File: src/rtl/id_ex_operand_stage_pkg.sv
// Shared definitions for the ID->EX operand stage.
// Holds the zero-register index, default datapath widths, the operand
// bypass-select encoding, and a small helper that compares a register index
// against a producer destination while never matching register 0.
package id_ex_operand_stage_pkg;

  localparam logic [4:0] REG_ZERO       = 5'd0;
  localparam int         WIDTH_DEFAULT  = 32;
  localparam int         CTRL_W_DEFAULT = 8;
  localparam int         CNT_W_DEFAULT  = 16;

  // Which source feeds an operand into the ID/EX register
  typedef enum logic [1:0] {
    BYP_RF  = 2'd0,
    BYP_EX  = 2'd1,
    BYP_MEM = 2'd2
  } bypass_sel_e;

  // Register 0 is hard-wired to zero, so a producer targeting it must never
  // be treated as a match for forwarding or hazard purposes.
  function automatic logic addrMatch(input logic [4:0] reader, input logic [4:0] producer);
    return (reader == producer) && (reader != REG_ZERO);
  endfunction

endpackage

File: src/rtl/id_ex_operand_stage_operand_bypass_mux.sv
// Per-operand bypass selector for the ID->EX stage.
// Chooses between the register-file value, the EX-stage ALU result and the
// MEM-stage write value, and flags when the operand depends on a load that
// is still in EX (the load-use case the top level must stall on).
// Ports:
//   i_addr          operand register index
//   i_use           instruction actually reads this operand
//   i_rf_data       register file read data
//   i_ex_valid/i_ex_reg_we/i_ex_mem_read/i_ex_dst/i_ex_alu_result
//                   state of the instruction currently in EX
//   i_mem_reg_we/i_mem_dst/i_mem_result
//                   MEM-stage writeback information
//   o_value         forwarded operand value
//   o_select        which source was chosen
//   o_load_hit      operand needs the result of a load still in EX
module operand_bypass_mux
  import id_ex_operand_stage_pkg::*;
#(
  parameter int WIDTH = WIDTH_DEFAULT
) (
  input  logic [4:0]       i_addr,
  input  logic             i_use,
  input  logic [WIDTH-1:0] i_rf_data,
  input  logic             i_ex_valid,
  input  logic             i_ex_reg_we,
  input  logic             i_ex_mem_read,
  input  logic [4:0]       i_ex_dst,
  input  logic [WIDTH-1:0] i_ex_alu_result,
  input  logic             i_mem_reg_we,
  input  logic [4:0]       i_mem_dst,
  input  logic [WIDTH-1:0] i_mem_result,
  output logic [WIDTH-1:0] o_value,
  output bypass_sel_e      o_select,
  output logic             o_load_hit
);

  // A load in EX has no data yet, so it is excluded from EX forwarding; the
  // stall logic holds the consumer until the load reaches MEM.
  always_comb begin
    o_select = BYP_RF;
    if (i_ex_valid && i_ex_reg_we && !i_ex_mem_read && addrMatch(i_addr, i_ex_dst)) begin
      o_select = BYP_EX;
    end else if (i_mem_reg_we && addrMatch(i_addr, i_mem_dst)) begin
      o_select = BYP_MEM;
    end
  end

  always_comb begin
    o_value = i_rf_data;
    case (o_select)
      BYP_EX:  o_value = i_ex_alu_result;
      BYP_MEM: o_value = i_mem_result;
      default: o_value = i_rf_data;
    endcase
  end

  assign o_load_hit = i_use && i_ex_valid && i_ex_mem_read && addrMatch(i_addr, i_ex_dst);

endmodule

File: src/rtl/id_ex_operand_stage.sv
// ID->EX pipeline stage sitting directly after the register file.
// Forwards in-flight EX/MEM results into the Rs/Rt operands, detects
// load-use hazards (one stall cycle plus a bubble), registers operands and
// control for EX, and counts stall cycles with a saturating counter.
// The register file writes on the falling edge, so WB results are already
// visible in the read data and need no forwarding path here.
// Ports:
//   i_clk, i_rst            clock and synchronous active-high reset
//   i_id_*                  decoded instruction currently in ID
//   i_rf_rs_data/rt_data    register file read data for Rs/Rt
//   i_flush                 redirect: kill the ID instruction
//   i_ex_alu_result         combinational result of the instruction in EX
//   i_mem_dst/reg_we/result MEM-stage writeback information
//   o_stall                 holds PC and IF/ID upstream
//   o_ex_*                  registered instruction for EX
//   o_stall_cnt             saturating count of stall cycles
module id_ex_operand_stage
  import id_ex_operand_stage_pkg::*;
#(
  parameter int WIDTH  = WIDTH_DEFAULT,
  parameter int CTRL_W = CTRL_W_DEFAULT,
  parameter int CNT_W  = CNT_W_DEFAULT
) (
  input  logic              i_clk,
  input  logic              i_rst,
  input  logic              i_id_valid,
  input  logic [4:0]        i_id_rs_addr,
  input  logic [4:0]        i_id_rt_addr,
  input  logic              i_id_uses_rs,
  input  logic              i_id_uses_rt,
  input  logic [WIDTH-1:0]  i_rf_rs_data,
  input  logic [WIDTH-1:0]  i_rf_rt_data,
  input  logic [WIDTH-1:0]  i_id_imm,
  input  logic [4:0]        i_id_dst,
  input  logic              i_id_reg_we,
  input  logic              i_id_mem_read,
  input  logic [CTRL_W-1:0] i_id_ctrl,
  input  logic              i_flush,
  input  logic [WIDTH-1:0]  i_ex_alu_result,
  input  logic [4:0]        i_mem_dst,
  input  logic              i_mem_reg_we,
  input  logic [WIDTH-1:0]  i_mem_result,
  output logic              o_stall,
  output logic              o_ex_valid,
  output logic [WIDTH-1:0]  o_ex_rs_val,
  output logic [WIDTH-1:0]  o_ex_rt_val,
  output logic [WIDTH-1:0]  o_ex_imm,
  output logic [4:0]        o_ex_dst,
  output logic              o_ex_reg_we,
  output logic              o_ex_mem_read,
  output logic [CTRL_W-1:0] o_ex_ctrl,
  output logic [CNT_W-1:0]  o_stall_cnt
);

  logic              r_ex_valid;
  logic [WIDTH-1:0]  r_ex_rs_val;
  logic [WIDTH-1:0]  r_ex_rt_val;
  logic [WIDTH-1:0]  r_ex_imm;
  logic [4:0]        r_ex_dst;
  logic              r_ex_reg_we;
  logic              r_ex_mem_read;
  logic [CTRL_W-1:0] r_ex_ctrl;
  logic [CNT_W-1:0]  r_stall_cnt;

  logic [WIDTH-1:0]  w_rs_val;
  logic [WIDTH-1:0]  w_rt_val;
  bypass_sel_e       w_rs_sel;
  bypass_sel_e       w_rt_sel;
  logic              w_rs_load_hit;
  logic              w_rt_load_hit;
  logic              w_load_use;
  logic              w_stall;
  logic              w_bubble;
  logic [3:0]        w_unused_sel;

  operand_bypass_mux #(.WIDTH(WIDTH)) u_rs_bypass (
    .i_addr          (i_id_rs_addr),
    .i_use           (i_id_uses_rs),
    .i_rf_data       (i_rf_rs_data),
    .i_ex_valid      (r_ex_valid),
    .i_ex_reg_we     (r_ex_reg_we),
    .i_ex_mem_read   (r_ex_mem_read),
    .i_ex_dst        (r_ex_dst),
    .i_ex_alu_result (i_ex_alu_result),
    .i_mem_reg_we    (i_mem_reg_we),
    .i_mem_dst       (i_mem_dst),
    .i_mem_result    (i_mem_result),
    .o_value         (w_rs_val),
    .o_select        (w_rs_sel),
    .o_load_hit      (w_rs_load_hit)
  );

  operand_bypass_mux #(.WIDTH(WIDTH)) u_rt_bypass (
    .i_addr          (i_id_rt_addr),
    .i_use           (i_id_uses_rt),
    .i_rf_data       (i_rf_rt_data),
    .i_ex_valid      (r_ex_valid),
    .i_ex_reg_we     (r_ex_reg_we),
    .i_ex_mem_read   (r_ex_mem_read),
    .i_ex_dst        (r_ex_dst),
    .i_ex_alu_result (i_ex_alu_result),
    .i_mem_reg_we    (i_mem_reg_we),
    .i_mem_dst       (i_mem_dst),
    .i_mem_result    (i_mem_result),
    .o_value         (w_rt_val),
    .o_select        (w_rt_sel),
    .o_load_hit      (w_rt_load_hit)
  );

  // The select codes are kept for waveform debug only; nothing downstream
  // consumes them.
  assign w_unused_sel = {w_rs_sel, w_rt_sel};

  // A flush kills the dependent instruction anyway, so it suppresses the
  // stall; reset also forces the stall low so upstream is never frozen.
  assign w_load_use = i_id_valid && (w_rs_load_hit || w_rt_load_hit);
  assign w_stall    = w_load_use && !i_flush && !i_rst;
  assign w_bubble   = i_flush || w_stall;

  // Pipeline register. Bubbles clear only the fields that can cause side
  // effects; operand/immediate/destination are left as they were since EX
  // ignores them when valid is low.
  always_ff @(posedge i_clk) begin
    if (i_rst) begin
      r_ex_valid    <= 1'b0;
      r_ex_rs_val   <= '0;
      r_ex_rt_val   <= '0;
      r_ex_imm      <= '0;
      r_ex_dst      <= REG_ZERO;
      r_ex_reg_we   <= 1'b0;
      r_ex_mem_read <= 1'b0;
      r_ex_ctrl     <= '0;
    end else if (w_bubble) begin
      r_ex_valid    <= 1'b0;
      r_ex_reg_we   <= 1'b0;
      r_ex_mem_read <= 1'b0;
      r_ex_ctrl     <= '0;
    end else begin
      r_ex_valid    <= i_id_valid;
      r_ex_rs_val   <= w_rs_val;
      r_ex_rt_val   <= w_rt_val;
      r_ex_imm      <= i_id_imm;
      r_ex_dst      <= i_id_dst;
      r_ex_reg_we   <= i_id_valid && i_id_reg_we;
      r_ex_mem_read <= i_id_valid && i_id_mem_read;
      r_ex_ctrl     <= i_id_valid ? i_id_ctrl : '0;
    end
  end

  // Stall performance counter, saturating at all-ones.
  always_ff @(posedge i_clk) begin
    if (i_rst) begin
      r_stall_cnt <= '0;
    end else if (w_stall && (r_stall_cnt != {CNT_W{1'b1}})) begin
      r_stall_cnt <= r_stall_cnt + 1'b1;
    end
  end

  assign o_stall       = w_stall;
  assign o_ex_valid    = r_ex_valid;
  assign o_ex_rs_val   = r_ex_rs_val;
  assign o_ex_rt_val   = r_ex_rt_val;
  assign o_ex_imm      = r_ex_imm;
  assign o_ex_dst      = r_ex_dst;
  assign o_ex_reg_we   = r_ex_reg_we;
  assign o_ex_mem_read = r_ex_mem_read;
  assign o_ex_ctrl     = r_ex_ctrl;
  assign o_stall_cnt   = r_stall_cnt;

endmodule
File: config.mk
export PLATFORM = sky130hd
export DESIGN_NAME = id_ex_operand_stage
export DESIGN_NICKNAME = d
export VERILOG_FILES = /design/src/rtl/id_ex_operand_stage_pkg.sv /design/src/rtl/id_ex_operand_stage_operand_bypass_mux.sv /design/src/rtl/id_ex_operand_stage.sv
export SDC_FILE = /design/constraint.sdc
export NUM_CORES = 1
export LEC_CHECK = 0
export ABC_AREA = 1
export CAP_MARGIN = 10
export CORE_MARGIN = 2
export CORE_UTILIZATION = 35
export CTS_CLUSTER_SIZE = 30
export DETAILED_ROUTE_END_ITERATION = 10
export GPL_TIMING_DRIVEN = 0
export HOLD_SLACK_MARGIN = 0.06
export PLACE_DENSITY = 0.8
export RECOVER_POWER = 25
export SLEW_MARGIN = 15
export SYNTH_ARGS = -nofsm -noshare
export SYNTH_HDL_FRONTEND = slang
export SYNTH_HIERARCHICAL = 1
export SYNTH_SLANG_ARGS = --single-unit
File: constraint.sdc
create_clock -name i_clk -period 2.1 [get_ports i_clk]
set_input_delay 0.315 -clock i_clk [delete_from_list [all_inputs] [get_ports i_clk]]
set_output_delay 0.315 -clock i_clk [all_outputs]
set_load 0.03 [all_outputs]
==> impl_results.md <==
- Run status: completed
- Crit path arrival time: 1770 ps
- Category of the worst setup path capture point: output port
- Most frequent cells in the layout: sky130_fd_sc_hd__clkdlybuf4s50_1, sky130_fd_sc_hd__nand3_1, sky130_fd_sc_hd__nor2_1
- Root cell of the clock tree: sky130_fd_sc_hd__clkbuf_16
- Routed vias/inst: 5.117
- Initial standard-cell utilization of the core: 35.57%
- DRC violation count after routing: 0
- Maximum number of pins on one net before global-route repair: 17
- Worst voltage drop across the vdd grid: 0.0005622 V
- Number of violations of the max-capacitance limit: 0
- Total half-perimeter wirelength after legalization and detailed placement: 21800 um
- Routed via count: 8459
- Floorplan row count: 51
- Top Ports: 326
- Final worst setup slack: 17.96 ps
- Mean post-synth cell area: 6.739 um2
- Number of stages on the worst hold path: 3
- Clock sink count: 128
- Antenna violation net count after detailed routing: 0
- Minimum clock period: 2082 ps
- # nets final: 1573
- Initial antenna violation count: 0
- Number of buffer cells added on primary ports: 325
- Final-report hold violation count: 0
- Area of the mapped netlist: 0.006900 mm2
- PwrDens: 630.9 mW/mm2
- Worst Max-Slew Pin Slew: 697.8 ps
- Final Cycle Share: 99.14%
- Pre-Repair DR Iteration Count: 6
- Layout overhead on the synthesized area: 63.79%
- Cell count after synthesis: 1024
- WL per Instance: 17.25 um
- Maximum cell stage delay along the critical path: 420 ps
- Cell breakdown of the critical path: xnor2_4 > nand3_2 > nor3_2 > nor2_2 > nor2_4 > nand2_4 > inv_2 > buf_6
- Required time of the critical path: 1780 ps
- Final max-slew violation count: 0
- Worst-case setup slack after placement: -943.0 ps
- Final-report setup violation count: 0
- Hold/Removal Path Class: in2reg
- Routability-driven placement congestion ratio: 0.9627
- Yosys warning total: 6
- Standard cell with the maximum stage delay on the critical path: sky130_fd_sc_hd__dfxtp_4
- CTS tree: built
- Commonest non-fill, non-tap cell in the layout: sky130_fd_sc_hd__clkdlybuf4s50_1
- Max Clock Skew: 7.709 ps
- Number of design-rule violations left by the first detailed-router iteration: 772
- TNS Setup: 0 ps
- Wire length of the first global-routing pass: 41770 um
- Post-Synthesis Net Count: 1222
- Full die area: 0.02085 mm2
- Crit Path Max Fanout: 4
- Placed cell count: 1614
- Worst-Skew Late Latency: 420 ps
- Total Routing Usage GR: 26.18%
- DIE WIDTH: 144.4 um
- Via count of the first global-routing pass: 7750
- Normalized max-slew margin: 53.48%
- Count of inserted antenna diode cells: 0
- Floorplan Core Area: 0.01940 mm2
- Layout cells sized above 1: 11.74%
- Overflow left after global routing: 0
- Unrepaired setup endpoints after global routing: true
- Post-detailed-placement cell area: 0.01049 mm2
- Die boundary height: 144.4 um
- Startpoint Class: register
- F_max: 0.4803 GHz
- Total clock buffers created by CTS: 17
- Reg2reg path depth: 13
- Leak pwr: 4.680 nW
- Clock transition time at the flip-flop clock pins of the worst setup and hold paths: 60 ps
- Routed wire length: 28520 um
- Startpoint-to-endpoint class of the critical path: reg2out
- H-tree Lvls: 4
- Post-route design area: 0.01130 mm2
- Worst slack on hold paths: 413.4 ps
- Clock buffer depth: 2
- Number of standard cells in the layout, taps in and fillers out: 1653
sequential cells by signal, summed over array words and instances, names as in the netlist:
name / flops
o_ex_mem_read: 1
o_ex_imm: 32
o_ex_valid: 1
o_ex_dst: 5
o_ex_rt_val: 32
o_stall_cnt: 16
o_ex_ctrl: 8
o_ex_rs_val: 32
o_ex_reg_we: 1
power by group:
| part | total, mW | internal [mW] | switching [mW] |
|---|---|---|---|
| combinational | 1.64 | 0.795 | 0.845 |
| clock | 2.83 | 1.66 | 1.17 |
| sequential | 2.66 | 2.57 | 0.0860 |
through the flow:
step                total power, mW  utilization (%)
floorplan                     3.439                -
CTS                           7.109            57.29
global placement              4.262            54.05
global route                  7.396            58.26
detailed placement            4.283            54.05
finish                        7.130            58.26
path summary, 6_finish.rpt:
check                    to         start  slack, ps
max                 o_stall   o_ex_dst[2]         20
min            o_ex_ctrl[0]  i_id_ctrl[0]        410
max reg2reg  o_ex_rt_val[2]   o_ex_dst[2]         80
min reg2reg     o_ex_imm[0]   o_ex_imm[0]        480
repair_timing:
item / 4_1_cts / 5_1_grt
pin swaps: 5 / 11
buffers inserted: 4 / 3
endpoints found under the hold margin: 0 / 0
resized for setup: 26 / 45
setup endpoints to repair: 37 / 115
hold buffers: 0 / 0
routing by layer:
layer | track usage, % | routed length, um
met1 | 33.13 | 11680
met2 | 43.70 | 13510
met3 | 5.927 | 2519
met4 | 9.402 | 804
met5 | 0 | 0
final cells by class:
class                   instances  area [um2]
clock buffers                  20       446.7
inverters                      44       167.7
repair buffers                332        3321
well taps                     265       331.6
clock inverters                12       110.1
flip-flops and latches        128        2579
plain buffers                  74       579.3
fillers                      1833        8097
multi-input cells             778        3767
critical path: cells and delay by family, from the launching register on:
| kind | cells | cell delay [ps] |
|---|---|---|
| xor+xnor | 1 | 140 |
| flops | 1 | 420 |
| simple gates | 5 | 600 |
| buf+inv | 2 | 180 |
(Power assumes the default switching activity.)
